`config.mk`:
```
export PLATFORM = sky130hd
export DESIGN_NAME = seq_pattern_gen
export DESIGN_NICKNAME = d
export VERILOG_FILES = /design/src/rtl/seqgen_pkg.sv /design/src/rtl/rise_detect.sv /design/src/rtl/seq_pattern_gen.sv
export SDC_FILE = /design/constraint.sdc
export NUM_CORES = 1
export LEC_CHECK = 0
export CAP_MARGIN = 20
export CORE_UTILIZATION = 55
export CTS_BUF_LIST = sky130_fd_sc_hd__clkbuf_8
export DETAILED_ROUTE_END_ITERATION = 6
export GPL_ROUTABILITY_DRIVEN = 0
export PLACE_DENSITY_LB_ADDON = 0.25
export SLEW_MARGIN = 20
export SYNTH_ARGS = -nofsm -noshare
export SYNTH_HDL_FRONTEND = slang
export SYNTH_SLANG_ARGS = --single-unit
```
`constraint.sdc`:
```
create_clock -name clk -period 3.75 [get_ports clk]
set_input_delay 0.5625 -clock clk [delete_from_list [all_inputs] [get_ports clk]]
set_output_delay 0.5625 -clock clk [all_outputs]
set_load 0.02 [all_outputs]
```
`src/rtl/seqgen_pkg.sv`:
```
// Shared types and widths for the serial pattern generator.
package seqgen_pkg;

  localparam int PATTERN_LEN_DEF = 8;
  localparam int GAP_CYCLES_DEF  = 2;
  localparam int LEN_W           = $clog2(PATTERN_LEN_DEF + 1);
  localparam int REP_W           = 4;

  // Gap counter holds GAP_CYCLES-1 down to 0, so it needs at least one bit.
  function automatic int gap_width(input int cycles);
    return (cycles > 1) ? $clog2(cycles) : 1;
  endfunction

  localparam int GAP_W = gap_width(GAP_CYCLES_DEF);

  typedef enum logic [1:0] {
    ST_IDLE  = 2'd0,
    ST_SHIFT = 2'd1,
    ST_GAP   = 2'd2,
    ST_DONE  = 2'd3
  } state_e;

endpackage

```
`src/rtl/rise_detect.sv`:
```
// Registered-history rising-edge detector; pulse is high while the input
// is 1 and its previous sample was 0.
module rise_detect (
  input  logic clk,
  input  logic reset,
  input  logic i_sig,
  output logic o_rise
);

  logic r_sig_q;

  // Previous-sample register
  always_ff @(posedge clk or negedge reset) begin
    if (!reset) begin
      r_sig_q <= 1'b0;
    end else begin
      r_sig_q <= i_sig;
    end
  end

  assign o_rise = i_sig & ~r_sig_q;

endmodule

```
`src/rtl/seq_pattern_gen.sv`:
```
// Serial pattern transmitter: sends the captured pattern MSB-first, repeated
// reps+1 times with idle gaps, then pulses done.
import seqgen_pkg::*;

module seq_pattern_gen #(
  parameter int   PATTERN_LEN = PATTERN_LEN_DEF,
  parameter int   GAP_CYCLES  = GAP_CYCLES_DEF,
  parameter logic GAP_LEVEL   = 1'b0
) (
  input  logic                             clk,
  input  logic                             reset,
  input  logic                             start,
  input  logic                             abort,
  input  logic [PATTERN_LEN-1:0]           pattern,
  input  logic [$clog2(PATTERN_LEN+1)-1:0] len,
  input  logic [REP_W-1:0]                 reps,
  output logic                             w,
  output logic                             w_valid,
  output logic                             busy,
  output logic                             done
);

  localparam int LW = $clog2(PATTERN_LEN + 1);
  localparam int GW = gap_width(GAP_CYCLES);

  state_e                 r_state, w_state_nxt;
  logic [PATTERN_LEN-1:0] r_shift, w_shift_nxt;
  logic [PATTERN_LEN-1:0] r_pat_cap, w_pat_cap_nxt;
  logic [LW-1:0]          r_len_cap, w_len_cap_nxt;
  logic [LW-1:0]          r_bit_cnt, w_bit_cnt_nxt;
  logic [REP_W-1:0]       r_reps_left, w_reps_nxt;
  logic [GW-1:0]          r_gap_cnt, w_gap_nxt;
  logic                   r_w, w_w_nxt;
  logic                   r_w_valid, w_valid_nxt;
  logic                   r_busy, w_busy_nxt;
  logic                   r_done, w_done_nxt;
  logic                   w_rise;
  logic [LW-1:0]          w_len_clamp;
  logic [PATTERN_LEN-1:0] w_aligned;

  rise_detect u_rise (
    .clk    (clk),
    .reset  (reset),
    .i_sig  (start),
    .o_rise (w_rise)
  );

  // Left-align the pattern so the first bit to send sits at the MSB.
  assign w_len_clamp = (len > LW'(PATTERN_LEN)) ? LW'(PATTERN_LEN) : len;
  assign w_aligned   = pattern << (LW'(PATTERN_LEN) - w_len_clamp);

  // State, datapath and output registers
  always_ff @(posedge clk or negedge reset) begin
    if (!reset) begin
      r_state     <= ST_IDLE;
      r_shift     <= {PATTERN_LEN{1'b0}};
      r_pat_cap   <= {PATTERN_LEN{1'b0}};
      r_len_cap   <= {LW{1'b0}};
      r_bit_cnt   <= {LW{1'b0}};
      r_reps_left <= {REP_W{1'b0}};
      r_gap_cnt   <= {GW{1'b0}};
      r_w         <= GAP_LEVEL;
      r_w_valid   <= 1'b0;
      r_busy      <= 1'b0;
      r_done      <= 1'b0;
    end else begin
      r_state     <= w_state_nxt;
      r_shift     <= w_shift_nxt;
      r_pat_cap   <= w_pat_cap_nxt;
      r_len_cap   <= w_len_cap_nxt;
      r_bit_cnt   <= w_bit_cnt_nxt;
      r_reps_left <= w_reps_nxt;
      r_gap_cnt   <= w_gap_nxt;
      r_w         <= w_w_nxt;
      r_w_valid   <= w_valid_nxt;
      r_busy      <= w_busy_nxt;
      r_done      <= w_done_nxt;
    end
  end

  // Next-state and next-output logic; outputs default to the idle values
  always_comb begin
    w_state_nxt   = r_state;
    w_shift_nxt   = r_shift;
    w_pat_cap_nxt = r_pat_cap;
    w_len_cap_nxt = r_len_cap;
    w_bit_cnt_nxt = r_bit_cnt;
    w_reps_nxt    = r_reps_left;
    w_gap_nxt     = r_gap_cnt;
    w_w_nxt       = GAP_LEVEL;
    w_valid_nxt   = 1'b0;
    w_busy_nxt    = 1'b0;
    w_done_nxt    = 1'b0;
    case (r_state)
      ST_IDLE: begin
        if (abort) begin
          w_state_nxt = ST_IDLE;
        end else if (w_rise) begin
          w_pat_cap_nxt = w_aligned;
          w_len_cap_nxt = w_len_clamp;
          w_reps_nxt    = reps;
          if (w_len_clamp == {LW{1'b0}}) begin
            w_state_nxt = ST_DONE;
            w_done_nxt  = 1'b1;
          end else begin
            w_state_nxt   = ST_SHIFT;
            w_shift_nxt   = w_aligned;
            w_bit_cnt_nxt = w_len_clamp - LW'(1'b1);
            w_w_nxt       = w_aligned[PATTERN_LEN-1];
            w_valid_nxt   = 1'b1;
            w_busy_nxt    = 1'b1;
          end
        end else begin
          w_state_nxt = ST_IDLE;
        end
      end
      ST_SHIFT: begin
        if (abort) begin
          w_state_nxt = ST_IDLE;
        end else if (r_bit_cnt != {LW{1'b0}}) begin
          w_shift_nxt   = r_shift << 1;
          w_bit_cnt_nxt = r_bit_cnt - LW'(1'b1);
          w_w_nxt       = w_shift_nxt[PATTERN_LEN-1];
          w_valid_nxt   = 1'b1;
          w_busy_nxt    = 1'b1;
        end else if (r_reps_left != {REP_W{1'b0}}) begin
          w_state_nxt = ST_GAP;
          w_reps_nxt  = r_reps_left - REP_W'(1'b1);
          w_gap_nxt   = GW'(GAP_CYCLES - 1);
          w_busy_nxt  = 1'b1;
        end else begin
          w_state_nxt = ST_DONE;
          w_done_nxt  = 1'b1;
        end
      end
      ST_GAP: begin
        if (abort) begin
          w_state_nxt = ST_IDLE;
        end else if (r_gap_cnt == {GW{1'b0}}) begin
          w_state_nxt   = ST_SHIFT;
          w_shift_nxt   = r_pat_cap;
          w_bit_cnt_nxt = r_len_cap - LW'(1'b1);
          w_w_nxt       = r_pat_cap[PATTERN_LEN-1];
          w_valid_nxt   = 1'b1;
          w_busy_nxt    = 1'b1;
        end else begin
          w_gap_nxt  = r_gap_cnt - GW'(1'b1);
          w_busy_nxt = 1'b1;
        end
      end
      ST_DONE: begin
        w_state_nxt = ST_IDLE;
      end
      default: begin
        w_state_nxt = ST_IDLE;
      end
    endcase
  end

  assign w       = r_w;
  assign w_valid = r_w_valid;
  assign busy    = r_busy;
  assign done    = r_done;

endmodule

```
Word level (Yosys, flattened, before mapping)
Index checks and enable logic that the tools add are counted.
{ "word_totals": {"reg_bits": 35, "in_bits": 20, "output_inout_bits": 4, "wordCells": 115} }
{ "op_classes": {"n_addsub": 6, "n_lt_le_gt_ge": 1, "eq_ne": 14, "shift": 1, "mux": 66, "bitwise": 3, "reduce_logical": 12} }
{ "ops": {"columns": ["operator", "n"], "rows": [
  ["4-bit 2-to-1 mux", 13],
  ["7-bit 2-to-1 mux", 7],
  ["1-bit 2-to-1 mux", 30],
  ["7-bit one-hot mux with 3 select lines", 1],
  ["2-bit != test, second input constant", 8],
  ["4-bit by 1-bit subtractor with 4-bit output, second input constant", 4],
  ["2-bit 2-to-1 mux", 7],
  ["4-bit one-hot mux with 3 select lines", 1],
  ["1-bit one-hot mux with 3 select lines", 3],
  ["2-bit one-hot mux with 4 select lines", 1],
  ["4-bit one-hot mux with 2 select lines", 1],
  ["8-bit AND reduction", 1],
  ["4-bit nonzero test", 2],
  ["8-bit by 4-bit << shifter with 8-bit output", 1],
  ["3-bit != test, second input constant", 2],
  ["6-bit AND reduction", 1],
  ["5-bit AND reduction", 1],
  ["2-bit == test, second input constant", 2],
  ["4-bit greater-than comparator, second input constant", 1],
  ["4-bit logical NOT", 1],
  ["1-bit one-hot mux with 2 select lines", 2],
  ["2-bit nonzero test", 2],
  ["4-bit subtractor, first input constant", 1],
  ["3-bit AND reduction", 1],
  ["other kinds (8)", 9]
]} }

Longest topological paths before layout
Gate-level depths: netlist of the first run.
{ "depth": {"word_depth": 8, "depth_mapped": 10} }

Cells and area by module
Synthesis of the first run repeated with hierarchy kept, for this count alone.
{ "unflattened": {"cells_unflattened": 250, "area_unflattened_um2": 2269.7} }
{ "modules_own_cells": {"columns": ["mod", "instances", "cells_each", "area_per_inst_um2", "seq_area_each_um2"], "rows": [
  ["seq_pattern_gen", 1, 248, 2230.9, 850.8],
  ["rise_detect", 1, 2, 38.8, 25.0]
]} }

Worst setup path before layout of the first run
OpenSTA, ideal clock, no wires.
{ "synth_path": {"path_type": "input -> register", "startpoint": "input port len[0]", "endpoint": "register r_shift[5]", "setup_ns": 0.125, "arrival_ns": 2.176, "path_slack_ns": 1.449, "path_stages": 9, "path_cell_list": "nor2b_1 buf_4 inv_1 ha_1 inv_1 xnor2_4 mux2i_1 a221o_1 mux2_2"} }
{ "synth_via": {"elab_chain_cells": 8, "elab_cells_between_ends": 11, "cone_classes": "add/sub (1); order compare (1); eq/ne (1); shift (1); mux (5); reduce/logical (2)"} }
{ "synth_rtl": {"columns": ["item", "line", "source"], "rows": [
  ["from (decl)", "seq_pattern_gen.sv:15", "input logic [$clog2(PATTERN_LEN+1)-1:0] len,"],
  ["4-bit greater-than comparator", "seq_pattern_gen.sv:49", "assign w_len_clamp = (len > LW'(PATTERN_LEN)) ? LW'(PATTERN_LEN) : len;"],
  ["4-bit 2-to-1 mux *", "seq_pattern_gen.sv:49", null],
  ["4-bit subtractor", "seq_pattern_gen.sv:50", "assign w_aligned = pattern << (LW'(PATTERN_LEN) - w_len_clamp);"],
  ["8-bit by 4-bit << shifter with 8-bit output", "seq_pattern_gen.sv:50", null],
  ["7-bit 2-to-1 mux", "seq_pattern_gen.sv:102", "if (w_len_clamp == {LW{1'b0}}) begin"],
  ["7-bit 2-to-1 mux", "seq_pattern_gen.sv:98", "end else if (w_rise) begin"],
  ["7-bit 2-to-1 mux", "seq_pattern_gen.sv:96", "if (abort) begin"],
  ["7-bit one-hot mux with 3 select lines", "seq_pattern_gen.sv:94", "case (r_state)"],
  ["to (signal assigned)", "seq_pattern_gen.sv:56", "r_shift <= {PATTERN_LEN{1'b0}};"],
  ["to (signal assigned)", "seq_pattern_gen.sv:68", "r_shift <= w_shift_nxt;"],
  ["to (decl)", "seq_pattern_gen.sv:27", "logic [PATTERN_LEN-1:0] r_shift, w_shift_nxt;"]
]} }
Mark *: on every way between the ends. The rest lies on a longest branch, timed or not. The select of a mux whose other input is x is not followed.
A chain may end at the register's enable or synchronous reset.

Worst setup path in the final report of the first run
{ "layout_path": {"startpoint": "input port len[3]", "endpoint": "register r_shift[0]"} }
Same word-level chain as after synthesis.

==> impl_metrics.ini, run 1 <==
[run_status]
outcome = finished clean

[clocking]
cts_hold_buf = 0
cts_resized = 0
clockRootBuffer = clkbuf_8
clock_path_buffers = 2
clk-insertion-delay-late_ns = 0.29
htree_levels = 2
cts_setup_buffers = 0
cts_buffers = 5
path_clk_slew_ns = 0.07
cts_sinks = 35
cts_tree = yes

[detailed_routing]
drtIter0Drc = 133
routed_wl_mm = 4.71
antenna_left = 0
route.detailed.drc = 0
dr.pass1.iters = 4
vias = 1834
vias_per_cell = 6.07
routedWlPerCell_um = 15.6

[synth]
yosysWarningCount = 0
synthCells = 234
syn-cell-area_um2 = 2260
synth-async-reset-ratio_pct = 100
synth-edff-count = 0
yosysSeqAreaShare_pct = 38.8
syn_nets = 261
yosysUniqueCellTypes = 52
synth_ff_type = dfrtp_1
avgSynthCellArea_um2 = 9.66
synth_seq_cells = 35

[die]
rows = 22
io_pins = 24
initial_core_util_pct = 59.5
die_area_um2 = 4370
coreArea_um2 = 3800
die_h_um = 66.1
chipWidth_um = 66.1

[placement]
io_buffers = 23
postPlaceCellArea_um2 = 2500
preCtsSetupSlack_ns = 0.471
dpl.hpwl_mm = 3.39

[grt]
grt_usage_pct = 25.1
grt_max_degree = 36
grt_pass1_wl_mm = 8.02
grt_pass1_vias = 1686
grt_overflow = 0
antenna_found_initial = 0

[layout]
fillerInstances = 339
mostFrequentLayoutCell = dfrtp_1
layout-drive-gt1-share_pct = 9.06
fin_area_um2 = 2580
fin_nets = 280
area_growth_pct = 14.4
diodes = 0
mostFrequentLayoutCells = dfrtp_1 (35), nand2_1 (25), clkdlybuf4s50_1 (23), mux2i_1 (15), o21ai_0 (13)

[worst_setup_path]
critical_path.endpoint_type = flip-flop
start_kind = primary input
criticalPathCategory = primary input to flip-flop
cp.arrival_ns = 3.15
cp.required_ns = 3.93
crit_path_max_fanout = 19

[timing]
layout_min_cycle_time_ns = 2.97
finalWorstSetupSlack_ns = 0.775
fin_tns_setup_ns = 0
tightest_slew_ns = 1.02
fmax_mhz = 336
relSlewSlack_pct = 31.8
drv_slew = 0
period_share_pct = 79.3
rsz0062_at_grt = false
clock_skew_ns = 0.00436
hold_violations = 0
finalSetupViolations = 0
fin_hold_ws_ns = 0.470

[hold_path]
hold_class = flip-flop to flip-flop

[pwr]
p_per_area_nw_per_um2 = 499
ir_drop_mv = 0.257
leakage_nw = 1.08

[run]
max-cap-violations = 0
[kinds of logic after synthesis]
group | after synthesis | synth area share (%)
AO/OA/AOI/OAI | 66 | 19.9
XOR/XNOR | 3 | 1.99
adder cells (fa/ha/maj) | 7 | 3.88
buffers and inverters | 22 | 4.37
flip-flops | 35 | 38.8
multiplexers | 24 | 12.1
AND/OR/NAND/NOR | 77 | 18.9
[layer usage]
layer / wire length [um] / global-route usage, % / share of wire, % / vias up
li1: - / - / - / 893
met5: 0 / 0 / 0 / -
met1: 2210 / 33.6 / 47 / 882
met4: 80 / 7.98 / 1.7 / 0
met3: 224 / 5.86 / 4.8 / 8
met2: 2200 / 40.1 / 47 / 51
[through the flow]
step / std cells / power (mW) / util, %
CTS: 302 / 1.29 / 68.1
finish: 302 / 1.29 / 68.1
detailed placement: 294 / 1.04 / 65.9
floorplan: 234 / 0.908 / -
global placement: 294 / 1.02 / 65.9
global route: 302 / 1.38 / 68.1
[flip-flops by register name, indices dropped and copies added, names as in the netlist]
name	flops
r_pat_cap	8
r_shift	7
r_bit_cnt	4
r_len_cap	4
r_reps_left	4
r_state	2
busy	1
done	1
r_gap_cnt	1
u_rise.r_sig_q	1
w	1
w_valid	1
[cells in the mapped netlist (5+ instances only)]
master | n | area [um2]
a22o_1 | 7 | 61.3
clkbuf_1 | 7 | 26.3
nor2_1 | 12 | 45.0
dfrtp_1 | 35 | 876
nor2b_1 | 5 | 31.3
nand2b_1 | 6 | 37.5
ha_1 | 7 | 87.6
nand2_1 | 25 | 93.8
nand3_1 | 5 | 25.0
o21ai_1 | 11 | 55.1
inv_1 | 8 | 30.0
a21oi_1 | 11 | 55.1
a22oi_1 | 7 | 52.6
o21ai_0 | 13 | 65.1
mux2i_1 | 15 | 150
[path summary, 6_finish.rpt]
check / from / to / slack (ns) / cells past startpoint
hold / removal: r_reps_left[0]$_DFFE_PN0P_ / r_reps_left[0]$_DFFE_PN0P_ / 0.47 / 1
max in group asynchronous: reset / r_state[1]$_DFFE_PN0P_ / 2.75 / 2
min in group asynchronous: reset / r_state[0]$_DFFE_PN0P_ / 0.68 / 2
hold reg to reg: r_reps_left[0]$_DFFE_PN0P_ / r_reps_left[0]$_DFFE_PN0P_ / 0.47 / 1
setup / recovery: len[3] / r_shift[0]$_DFFE_PN0P_ / 0.78 / 8
setup reg to reg: r_state[1]$_DFFE_PN0P_ / r_shift[0]$_DFFE_PN0P_ / 1.08 / 5
[area by class of cell]
type | instances | area, um2 | share of cell area, %
clock buffers | 5 | 68.8 | 2.66
clock inverters | 3 | 12.5 | 0.484
inverters | 8 | 30.0 | 1.16
multi-input cells | 177 | 1280 | 49.7
flip-flops and latches | 35 | 876 | 33.9
well taps | 48 | 60.1 | 2.32
repair buffers | 26 | 253 | 9.78
[power breakdown]
group / switching, mW / internal [mW]
combinational: 0.237 / 0.210
sequential: 0.0916 / 0.494
clock: 0.133 / 0.125
[critical path: stages]
cell and delay [ns]:
clkdlybuf4s50_1 0.58, nor2b_1 0.22, inv_1 0.11, ha_1 0.24
nor3b_1 0.18, o21ai_1 0.15, nand4_1 0.59, mux2_2 0.51
No activity file was read; power rests on OpenSTA's default activity.
==> run 2, diff against run 1 <==
==> constraint.sdc (replaced) <==
create_clock -name clk -period 2.9 [get_ports clk]
set_input_delay 0.435 -clock clk [delete_from_list [all_inputs] [get_ports clk]]
set_output_delay 0.435 -clock clk [all_outputs]
set_load 0.02 [all_outputs]
==> impl_metrics.ini, run 2 (synthesized netlist as in run 1, its figures left out) <==
[worst_setup_path]
critPathCapture = r_shift[5]$_DFFE_PN0P_
cp_cell_sequence = clkdlybuf4s50_1, nor2b_1, inv_1, ha_1, inv_1, xnor2_4, mux2i_1, a221o_1, mux2_2
cpLargestDelayFamily = buffers and inverters
critical_path.endpoint_type = flip-flop
crit_path_max_fanout = 6
path_depth = 9
slowest_stage = clkdlybuf4s50_1
cp.arrival_ns = 2.58
rr_worst_depth = 6
cp_common_cell = inv_1
r2r_slack_ns = 0.65
crit_buf_inv = 3
worstSetupStartpoint = len[0]
criticalPathCategory = primary input to flip-flop
cp.required_ns = 3.07
r2r_end = r_reps_left[2]$_DFFE_PN0P_
slowest_delay_ns = 0.51
regToRegStartpoint = r_state[1]$_DFFE_PN0P_
start_kind = primary input

[clocking]
clockRootBuffer = clkbuf_8
cts_tree = yes
cts_sinks = 35
cts_setup_buffers = 0
clock_path_buffers = 2
cts_buffers = 5
clk-insertion-delay-late_ns = 0.29
cts_resized = 0
cts_hold_buf = 0
path_clk_slew_ns = 0.07
htree_levels = 2

[pwr]
ir_drop_mv = 0.350
p_per_area_nw_per_um2 = 676
power_mw = 1.80
leakage_nw = 1.12

[die]
rows = 22
coreArea_um2 = 3800
chipWidth_um = 66.1
die_area_um2 = 4370
die_h_um = 66.1
io_pins = 24
initial_core_util_pct = 59.5

[grt]
grt.busiest_layer = met2
grt_pass1_wl_mm = 8.08
antenna_found_initial = 0
grt_util_met2_pct = 37.0
grtUsageMet3_pct = 5.34
grt_overflow = 0
grt_usage_pct = 24.7
met1_usage_pct = 34.0
grt_pass1_vias = 1736
grt_max_degree = 36

[timing]
period_share_pct = 82.9
hold_violations = 0
finalSetupViolations = 0
relSlewSlack_pct = 52.9
rsz0062_at_grt = false
clock_skew_ns = 0.00668
fin_hold_ws_ns = 0.486
fin_tns_setup_ns = 0
fmax_mhz = 416
layout_min_cycle_time_ns = 2.40
finalWorstSetupSlack_ns = 0.495
tightest_slew_ns = 0.707
drv_slew = 0

[placement]
dpl.hpwl_mm = 3.45
preCtsSetupSlack_ns = 0.207
io_buffers = 23
postPlaceCellArea_um2 = 2550
dp.cells = 300

[layout]
fin_nets = 286
mostFrequentLayoutCells = dfrtp_1 (35), nand2_1 (25), clkdlybuf4s50_1 (23), mux2i_1 (15), o21ai_0 (13)
final_util_pct = 70.2
largest_reg_flops = 8
regMostFlops = r_pat_cap
diodes = 0
mostFrequentLayoutCell = dfrtp_1
fin_area_um2 = 2670
layout-drive-gt1-share_pct = 11.9
final_cells = 308
reg_top3 = r_pat_cap x8, r_shift x7
area_growth_pct = 18.0

[detailed_routing]
drtIter0Drc = 113
routed_wl_mm = 4.75
vias = 1869
routedWlPerCell_um = 15.4
antenna_left = 0
dr.pass1.iters = 4
vias_per_cell = 6.07
route.detailed.drc = 0

[run_status]
outcome = finished clean

[hold_path]
hold_class = flip-flop to flip-flop

[run]
max-cap-violations = 0
## run 2: area by class of cell
| cell class | instances | area [um2] |
|---|---|---|
| clock inverter | 2 | 35.0 |
| sequential | 35 | 876 |
| fill | 320 | 1130 |
| clock buffer | 6 | 82.6 |
| tap | 48 | 60.1 |
| inverter | 8 | 30.0 |
| multi-input combinational | 177 | 1280 |
| timing repair buffer | 32 | 298 |
## run 2: power breakdown
part           leakage (nW)  switching, mW  internal [mW]  total, mW
clock network        0.0612          0.175          0.278      0.453
registers             0.440          0.122          0.639      0.761
logic                 0.621          0.306          0.283      0.589
## run 2: worst min path at each step
| stage | start | to | slack, ns | cells past startpoint |
|---|---|---|---|---|
| final | r_reps_left[0]$_DFFE_PN0P_ | r_reps_left[0]$_DFFE_PN0P_ | 0.49 | 1 |
| after global routing | r_pat_cap[2]$_DFFE_PN0P_ | r_pat_cap[2]$_DFFE_PN0P_ | 0.51 | 2 |
| after CTS | r_reps_left[0]$_DFFE_PN0P_ | r_reps_left[0]$_DFFE_PN0P_ | 0.49 | 1 |
| after floorplan | reset | busy$_DFF_PN0_ | 0.14 | 0 |
| after detailed placement | r_len_cap[0]$_DFFE_PN0P_ | r_len_cap[0]$_DFFE_PN0P_ | 0.47 | 2 |
| after global placement | r_pat_cap[4]$_DFFE_PN0P_ | r_pat_cap[4]$_DFFE_PN0P_ | 0.47 | 2 |
## run 2: per-layer routing
| metal | vias to the layer above | routed length, um |
|---|---|---|
| li1 | 902 | - |
| met1 | 894 | 2290 |
| met2 | 63 | 2170 |
| met3 | 10 | 198 |
| met4 | 0 | 97 |
| met5 | - | 0 |
